<file path="src/rtl/operand_select_pipe_pkg.sv">
// Shared definitions for the operand selector: handshake state encoding and
// the select-width helper used by both the top and the per-port lane.
package operand_select_pipe_pkg;

  typedef enum logic [1:0] {
    ST_EMPTY = 2'b00,
    ST_ONE   = 2'b01,
    ST_TWO   = 2'b10
  } state_e;

  // Select field width for n sources; never narrower than one bit.
  function automatic int sel_width(input int n);
    return (n < 2) ? 1 : $clog2(n);
  endfunction

endpackage

</file>
<file path="src/rtl/operand_select_lane.sv">
// One read port: picks a source word by select, applies write-back
// forwarding, and flags selects that point past the last source.
module operand_select_lane
  import operand_select_pipe_pkg::*;
#(
  parameter int WIDTH   = 16,
  parameter int NUM_SRC = 8,
  localparam int SEL_W  = sel_width(NUM_SRC)
) (
  input  logic [NUM_SRC*WIDTH-1:0] src_data,
  input  logic [SEL_W-1:0]         sel,
  input  logic                     fwd_en,
  input  logic [SEL_W-1:0]         fwd_sel,
  input  logic [WIDTH-1:0]         fwd_data,
  output logic [WIDTH-1:0]         data,
  output logic                     err
);

  logic             in_range;
  logic [WIDTH-1:0] picked;

  // Explicit compare-per-source mux so an out-of-range select never indexes
  // past src_data; forwarding only wins for in-range indices.
  always_comb begin
    in_range = 1'b0;
    picked   = '0;
    for (int k = 0; k < NUM_SRC; k++) begin
      if (sel == SEL_W'(k)) begin
        in_range = 1'b1;
        picked   = src_data[k*WIDTH +: WIDTH];
      end
    end
    if (in_range && fwd_en && (fwd_sel == sel)) data = fwd_data;
    else                                        data = picked;
    err = ~in_range;
  end

endmodule

</file>
<file path="src/rtl/operand_select_pipe.sv">
// Registered N-to-M operand selector with a valid/ready handshake and a
// 2-entry skid buffer (output register + skid register).
module operand_select_pipe
  import operand_select_pipe_pkg::*;
#(
  parameter int WIDTH     = 16,
  parameter int NUM_SRC   = 8,
  parameter int NUM_PORTS = 2,
  localparam int SEL_W    = sel_width(NUM_SRC)
) (
  input  logic                       clk,
  input  logic                       rst_n,
  input  logic [NUM_SRC*WIDTH-1:0]   src_data,
  input  logic [NUM_PORTS*SEL_W-1:0] sel,
  input  logic                       in_valid,
  output logic                       in_ready,
  input  logic                       fwd_en,
  input  logic [SEL_W-1:0]           fwd_sel,
  input  logic [WIDTH-1:0]           fwd_data,
  output logic [NUM_PORTS*WIDTH-1:0] out_data,
  output logic [NUM_PORTS-1:0]       out_err,
  output logic                       out_valid,
  input  logic                       out_ready
);

  logic [NUM_PORTS*WIDTH-1:0] req_data;
  logic [NUM_PORTS-1:0]       req_err;

  for (genvar p = 0; p < NUM_PORTS; p++) begin : g_lane
    operand_select_lane #(
      .WIDTH   (WIDTH),
      .NUM_SRC (NUM_SRC)
    ) u_lane (
      .src_data (src_data),
      .sel      (sel[p*SEL_W +: SEL_W]),
      .fwd_en   (fwd_en),
      .fwd_sel  (fwd_sel),
      .fwd_data (fwd_data),
      .data     (req_data[p*WIDTH +: WIDTH]),
      .err      (req_err[p])
    );
  end

  state_e                     state_q, state_d;
  logic [NUM_PORTS*WIDTH-1:0] or_data_q, or_data_d;
  logic [NUM_PORTS-1:0]       or_err_q, or_err_d;
  logic                       or_vld_q, or_vld_d;
  logic [NUM_PORTS*WIDTH-1:0] sr_data_q, sr_data_d;
  logic [NUM_PORTS-1:0]       sr_err_q, sr_err_d;
  logic                       sr_vld_q, sr_vld_d;

  logic accept, consume;

  // in_ready comes from registered state only, never from out_ready.
  assign in_ready  = (state_q != ST_TWO);
  assign out_valid = or_vld_q;
  assign out_data  = or_data_q;
  assign out_err   = or_err_q;

  assign accept  = in_valid && in_ready;
  assign consume = or_vld_q && out_ready;

  // Next-state and buffer-load decisions for the skid handshake.
  always_comb begin
    state_d   = state_q;
    or_data_d = or_data_q;
    or_err_d  = or_err_q;
    or_vld_d  = or_vld_q;
    sr_data_d = sr_data_q;
    sr_err_d  = sr_err_q;
    sr_vld_d  = sr_vld_q;
    unique case (state_q)
      ST_EMPTY: begin
        if (accept) begin
          or_data_d = req_data;
          or_err_d  = req_err;
          or_vld_d  = 1'b1;
          state_d   = ST_ONE;
        end
      end
      ST_ONE: begin
        if (accept && consume) begin
          or_data_d = req_data;
          or_err_d  = req_err;
        end else if (consume) begin
          or_vld_d = 1'b0;
          state_d  = ST_EMPTY;
        end else if (accept) begin
          sr_data_d = req_data;
          sr_err_d  = req_err;
          sr_vld_d  = 1'b1;
          state_d   = ST_TWO;
        end
      end
      ST_TWO: begin
        if (consume) begin
          or_data_d = sr_data_q;
          or_err_d  = sr_err_q;
          or_vld_d  = sr_vld_q;
          sr_vld_d  = 1'b0;
          state_d   = ST_ONE;
        end
      end
      default: begin
        or_vld_d = 1'b0;
        sr_vld_d = 1'b0;
        state_d  = ST_EMPTY;
      end
    endcase
  end

  // State and buffer registers; reset discards anything in flight.
  always_ff @(posedge clk or negedge rst_n) begin
    if (!rst_n) begin
      state_q   <= ST_EMPTY;
      or_data_q <= '0;
      or_err_q  <= '0;
      or_vld_q  <= 1'b0;
      sr_data_q <= '0;
      sr_err_q  <= '0;
      sr_vld_q  <= 1'b0;
    end else begin
      state_q   <= state_d;
      or_data_q <= or_data_d;
      or_err_q  <= or_err_d;
      or_vld_q  <= or_vld_d;
      sr_data_q <= sr_data_d;
      sr_err_q  <= sr_err_d;
      sr_vld_q  <= sr_vld_d;
    end
  end

endmodule

</file>
<file path="config.mk">
export PLATFORM = sky130hd
export DESIGN_NAME = operand_select_pipe
export DESIGN_NICKNAME = d
export VERILOG_FILES = /design/src/rtl/operand_select_pipe_pkg.sv /design/src/rtl/operand_select_lane.sv /design/src/rtl/operand_select_pipe.sv
export SDC_FILE = /design/constraint.sdc
export NUM_CORES = 1
export LEC_CHECK = 0
export ABC_AREA = 1
export CAP_MARGIN = 10
export CORE_MARGIN = 2
export CORE_UTILIZATION = 29
export DETAILED_ROUTE_END_ITERATION = 8
export SYNTH_ARGS = -nofsm -noshare
export SYNTH_HDL_FRONTEND = slang
export SYNTH_SLANG_ARGS = --single-unit
</file>
<file path="constraint.sdc">
create_clock -name clk -period 1.68 [get_ports clk]
set_clock_uncertainty 0.15 [all_clocks]
set_input_delay 0.336 -clock clk [delete_from_list [all_inputs] [get_ports clk]]
set_output_delay 0.336 -clock clk [all_outputs]
set_load 0.05 [all_outputs]
</file>
Word-level counts from Yosys, hierarchy flattened. Index checks and enable logic that the tools add are counted.

Flip-flop bits (word level): 72. Word-level logic and storage cells: 111. Input bits: 158. Output and inout bits: 36.

Muxes and demuxes: 56. Eq/ne operators: 27. Bitwise logic cells: 5. Reduce and logical (&&, ||, !) cells: 16.

Operator list (count): 16-bit two-way mux (18); 32-bit two-way mux (3); 32-bit case mux with 3 select lines (1); 3-bit equality test (second input constant) (8); 1-bit two-way mux (22); 2-bit two-way mux (8); 2-bit != test (second input constant) (8); 4-bit AND reduction (4); 3-bit by 2-bit equality test with 1-bit output (second input constant) (4); 2-bit case mux with 3 select lines (2); 1-bit logical AND (7); 3-bit by 1-bit equality test with 1-bit output (second input constant) (2); 3-bit equality test (2); 3-bit zero test (2); 1-bit case mux with 3 select lines (2); 1-bit NOT (5); 5-bit AND reduction (1); 3-bit != test (second input constant) (1); 3-bit nonzero test (1); 2-bit by 1-bit equality test with 1-bit output (second input constant) (1); 2-bit equality test (second input constant) (1); 2-bit zero test (1).

Longest topological paths before layout.
Depth after elaboration: 14. Gate-level depth with buffers: 11. Mapped depth without buffers: 10.

By module. Synthesis repeated with hierarchy kept, for this count alone.

Cells, all modules: 1014. Area, all modules: 6027.0 um^2.

By module, submodules not included: operand_select_pipe (area each 3249.4 um^2, cells an instance 398, times used 1, sequential area each 1801.7 um^2); operand_select_lane (area each 1388.8 um^2, cells an instance 308, times used 2, sequential area each 0.0 um^2).

Worst setup path before layout. No wires, ideal clock.

Kind: register to register. Start point: reg state_q[1]. End point: reg or_data_q[10], in the netlist out_data[10]. Stages on the path, launching flop included: 9. Path slack: -0.247 ns. Arrival time: 1.660 ns. Path buffers: 2. Period minus slack after synthesis: 1.927 ns. Cells stage by stage: dfrtp_1 -> inv_1 -> nor2_1 -> inv_1 -> buf_2 -> buf_1 -> nand2_1 -> nand2_1 -> nand2_1.

Cells in the longest elaborated chain, start to end: 5. Elaborated cells between the ends (all ways): 12.

RTL lines: from (decl) (RTL line operand_select_pipe.sv:44) `state_e state_q, state_d;`; from (signal assigned) (RTL line operand_select_pipe.sv:123) `state_q <= state_d;`; 2-bit != test (*) (RTL line operand_select_pipe.sv:55) `assign in_ready = (state_q != ST_TWO);`; via in_ready (RTL line operand_select_pipe.sv:16) `output logic in_ready,`; 1-bit logical AND (*) (RTL line operand_select_pipe.sv:60) `assign accept = in_valid && in_ready;`; 1-bit logical AND (RTL line operand_select_pipe.sv:82) `if (accept && consume) begin`; 2-bit != test (no line); 4-bit AND reduction (no line) (*); to (signal assigned) (RTL line operand_select_pipe.sv:124) `or_data_q <= or_data_d;`; to (decl) (RTL line operand_select_pipe.sv:45) `logic [NUM_PORTS*WIDTH-1:0] or_data_q, or_data_d;`.

Mark *: on every way through the listed nets, which the timed path passes. The rest lies on a longest branch. A chain may end at the register's enable or synchronous reset.

Final worst setup path.
Start point: reg state_q[1]. End point: out in_ready.

Cells in the longest elaborated chain, start to end: 1.

RTL lines (RTL line): 2-bit != test (operand_select_pipe.sv:55); to (decl) (operand_select_pipe.sv:16).

Every way passes these cells.

==> impl_metrics.py <==
metrics = {
    "power": {
        "clockPowerShare_pct": 15.8,
        "switching_share_pct": 43.4,
        "power.combinational.fraction_pct": 58.7,
        "p_switching_mw": 5.73,
        "post-layout-total-power_mw": 13.2,
        "power.leakage_nw": 4.62,
        "power-per-cell-area_nw_per_um2": 1300,
        "irDropWorstVdd_mv": 0.790,
        "power.share.sequential_pct": 25.4,
        "power_internal_mw": 7.49,
    },
    "clock_tree": {
        "clk_transition_reported_paths_ns": 0.06,
        "ctsLongestPathBuffers": 2,
        "tritoncts_clock_tree": "yes",
        "insertion_delay_ns": 0.34,
        "clock_root_buffer_master": "sky130_fd_sc_hd__clkbuf_16",
        "tritoncts.num_buffers": 9,
        "cts-htree-levels": 3,
        "cts.sinks": 72,
    },
    "cells_and_area": {
        "area_growth_syn_to_layout_pct": 72.5,
        "num-nets-final": 1347,
        "layout-drive-gt1-share_pct": 22.3,
        "finalInstanceArea_um2": 10100,
        "fin_cells": 1465,
    },
    "worst_setup_path": {
        "worst-path-buf-inv": 3,
        "required_ns": 1.19,
        "critical-path-top-delay-family": "flip-flops",
        "r2r_start": "out_valid",
        "worst_path_largest_cell_delay_ns": 0.46,
        "crit_path_top_delay_cell": "sky130_fd_sc_hd__dfrtp_2",
        "worstPathCellList": "inv_2 > nor2_4 > inv_4 > buf_12",
        "critical_path.startpoint_type": "flop",
        "crit_arrival_ns": 1.18,
        "timing.setup.critical_path_class": "flop to output port",
        "crit_start": "state_q[1]",
        "crit_path_max_fanout": 5,
        "endpoint_kind": "output port",
    },
    "route": {
        "avgViaCountPerCell": 5.26,
        "drcViolationCount": 0,
        "totalWireLength_um": 27200,
        "routed-via-count": 7704,
        "detailedRoute.firstPassIterationCount": 6,
        "post_drt_wl_per_cell_um": 18.6,
        "ant_nets": 0,
        "drt_iter0_markers": 785,
    },
    "yosys": {
        "synth_sequential_area_ratio_pct": 30.7,
        "synth_seq_cells": 72,
        "synth_cells": 933,
        "syn-cell-area_um2": 5880,
        "synth_area_per_cell_um2": 6.30,
        "ys_types": 29,
        "mappedNetlistNets": 1091,
        "yosys_warnings": 0,
    },
    "grt": {
        "grt_first_pass_wirelength_um": 40900,
        "grt_antenna_before_repair": 1,
        "first_global_vias": 7365,
        "largest_net_degree_at_the_start_of_global_routing": 73,
        "globalRouteOverflowTotal": 0,
        "track_usage_pct": 24.4,
    },
    "timing": {
        "layout_min_cycle_time_ns": 1.67,
        "rsz0062_at_grt": "yes",
        "timing_max_transition_violations_final": 0,
        "maxClockFrequency_ghz": 0.599,
        "final.period_utilization_pct": 99.4,
        "final_setup_violation_count": 0,
        "final.setup.tns_ns": 0,
        "report.final.hold_viol_count": 0,
        "slew_headroom_pct": 72.2,
        "timing_worst_slew_pin_value_ns": 0.416,
    },
    "floorplanning": {
        "die_w_um": 146,
        "core-area_um2": 20000,
        "initial_utilization_pct": 29.3,
        "die_h_um": 146,
        "ios": 194,
        "placementRows": 52,
        "die_area_um2": 21400,
    },
    "status": {
        "status": "completed",
    },
    "min_path": {
        "worst_hold_path_type": "flop to flop",
        "timing.hold.worst.start": "sr_err_q[0]",
    },
    "placed_design": {
        "place.port_buffers": 193,
        "detailed_place_hpwl_um": 19400,
        "dpl_cell_area_um2": 8890,
        "place.detailed.instances": 1408,
        "routabilityCongestion": 0.951,
    },
    "job": {
        "drv_cap": 0,
    },
}
timing repair:
item | 4_1_cts | 5_1_grt
endpoints found under the setup margin | 65 | 67
resized for setup | 68 | 76
cloned | 9 | 6
hold buffers | 1 | 0
pin swaps | 32 | 33
endpoints found under the hold margin | 72 | 0
buffers inserted | 18 | 8
cell families after synthesis:
logic type	Yosys count	synth area share [%]
xor gates and xnor gates	3	0.447
and+or+nand+nor	645	51.0
buffers and inverters	124	9.73
AOI/OAI and AO/OA	89	8.18
DFF	72	30.7
cell type report:
cell class                 instances  area (um2)
inverter                          62         278
antenna                            1        2.50
clock inverter                     5        80.1
clock buffer                      11         243
sequential                        72        1810
tap                              270         338
fill                            1941        9900
multi-input combinational        737        3680
timing repair buffer             307        3710
metrics by stage:
stage               utilization [%]  setup WS, ns  hold slack, ns
floorplan                         -       0.00130          -0.110
global placement               44.3        -0.633           0.257
detailed placement             44.3        -0.703           0.252
CTS                            48.8      0.000768           0.346
global route                   50.6       -0.0561           0.358
finish                         50.6       0.00979           0.342
worst reg2reg max path: stages, from the launching register on:
cell and delay, ns:
sky130_fd_sc_hd__dfrtp_2 0.42, sky130_fd_sc_hd__nand2_4 0.08, sky130_fd_sc_hd__inv_4 0.05, sky130_fd_sc_hd__nor3_4 0.16
sky130_fd_sc_hd__inv_2 0.07, sky130_fd_sc_hd__nor2_4 0.13, sky130_fd_sc_hd__buf_12 0.16, sky130_fd_sc_hd__clkbuf_16 0.17
sky130_fd_sc_hd__nor2_1 0.04, sky130_fd_sc_hd__a31oi_1 0.14
cells in the mapped netlist (all sizes together):
library cell / number / area share (%)
clkbuf: 16 / 1.0
or2: 6 / 0.64
nor3: 6 / 1.4
nand3: 86 / 8.3
o21ai: 10 / 0.85
xnor2: 2 / 0.30
inv: 62 / 4.0
dfrtp: 72 / 31
a21oi: 53 / 4.5
buf: 46 / 4.7
o31ai: 2 / 0.26
xor2: 1 / 0.15
nand2: 254 / 17
and2: 1 / 0.11
nor2: 179 / 12
nand4: 113 / 12
a31oi: 24 / 2.6
cells in the final DEF (no fill, tap or decap), types with 7 or more instances in the layout:
cell	n
sky130_fd_sc_hd__nand2_1	232
sky130_fd_sc_hd__nor2_1	156
sky130_fd_sc_hd__clkdlybuf4s50_1	145
sky130_fd_sc_hd__nand4_1	113
sky130_fd_sc_hd__nand3_1	70
sky130_fd_sc_hd__dfrtp_1	69
sky130_fd_sc_hd__buf_4	58
sky130_fd_sc_hd__buf_12	54
sky130_fd_sc_hd__a21oi_1	48
sky130_fd_sc_hd__inv_1	44
sky130_fd_sc_hd__a31oi_1	24
sky130_fd_sc_hd__buf_6	22
sky130_fd_sc_hd__nand2_2	21
sky130_fd_sc_hd__nor2_2	16
sky130_fd_sc_hd__nand3_2	15
sky130_fd_sc_hd__clkbuf_16	13
sky130_fd_sc_hd__o21ai_1	8
sky130_fd_sc_hd__inv_2	7
sky130_fd_sc_hd__nor2_4	7
sky130_fd_sc_hd__inv_4	7
state kept, by name, indices dropped and copies added (netlist names):
name       flops
out_data      32
sr_err_q       2
state_q        2
sr_data_q     32
out_err        2
sr_vld_q       1
out_valid      1
routing by layer:
metal	part of all wire [%]	global-route usage, %	routed length [um]
met2	48	41.0	13000
met5	0	0	0
met4	3.4	8.54	920
met3	7.6	4.13	2070
met1	41	31.9	11200
power by group through the flow:
stage	Sequential (mW)	Clock (mW)	Combinational, mW
2_1_floorplan	4.29	0	2.59
3_3_place_gp	3.33	0	6.88
6_report	3.36	2.10	7.77
4_1_cts	3.33	2.12	7.16
3_5_place_dp	3.33	0	6.96
5_1_grt	3.46	2.20	8.33
final timing paths:
kind	endpoint	cells past startpoint	slack, ns
min in group asynchronous	out_valid	3	0.38
worst max register to register	sr_data_q[0]	9	0.02
max in group asynchronous	sr_data_q[0]	3	0.64
worst max-delay path	in_ready	4	0.01
worst min-delay path	sr_err_q[0]	2	0.34
worst min register to register	sr_err_q[0]	2	0.34
No activity file was read; power rests on OpenSTA's default activity.
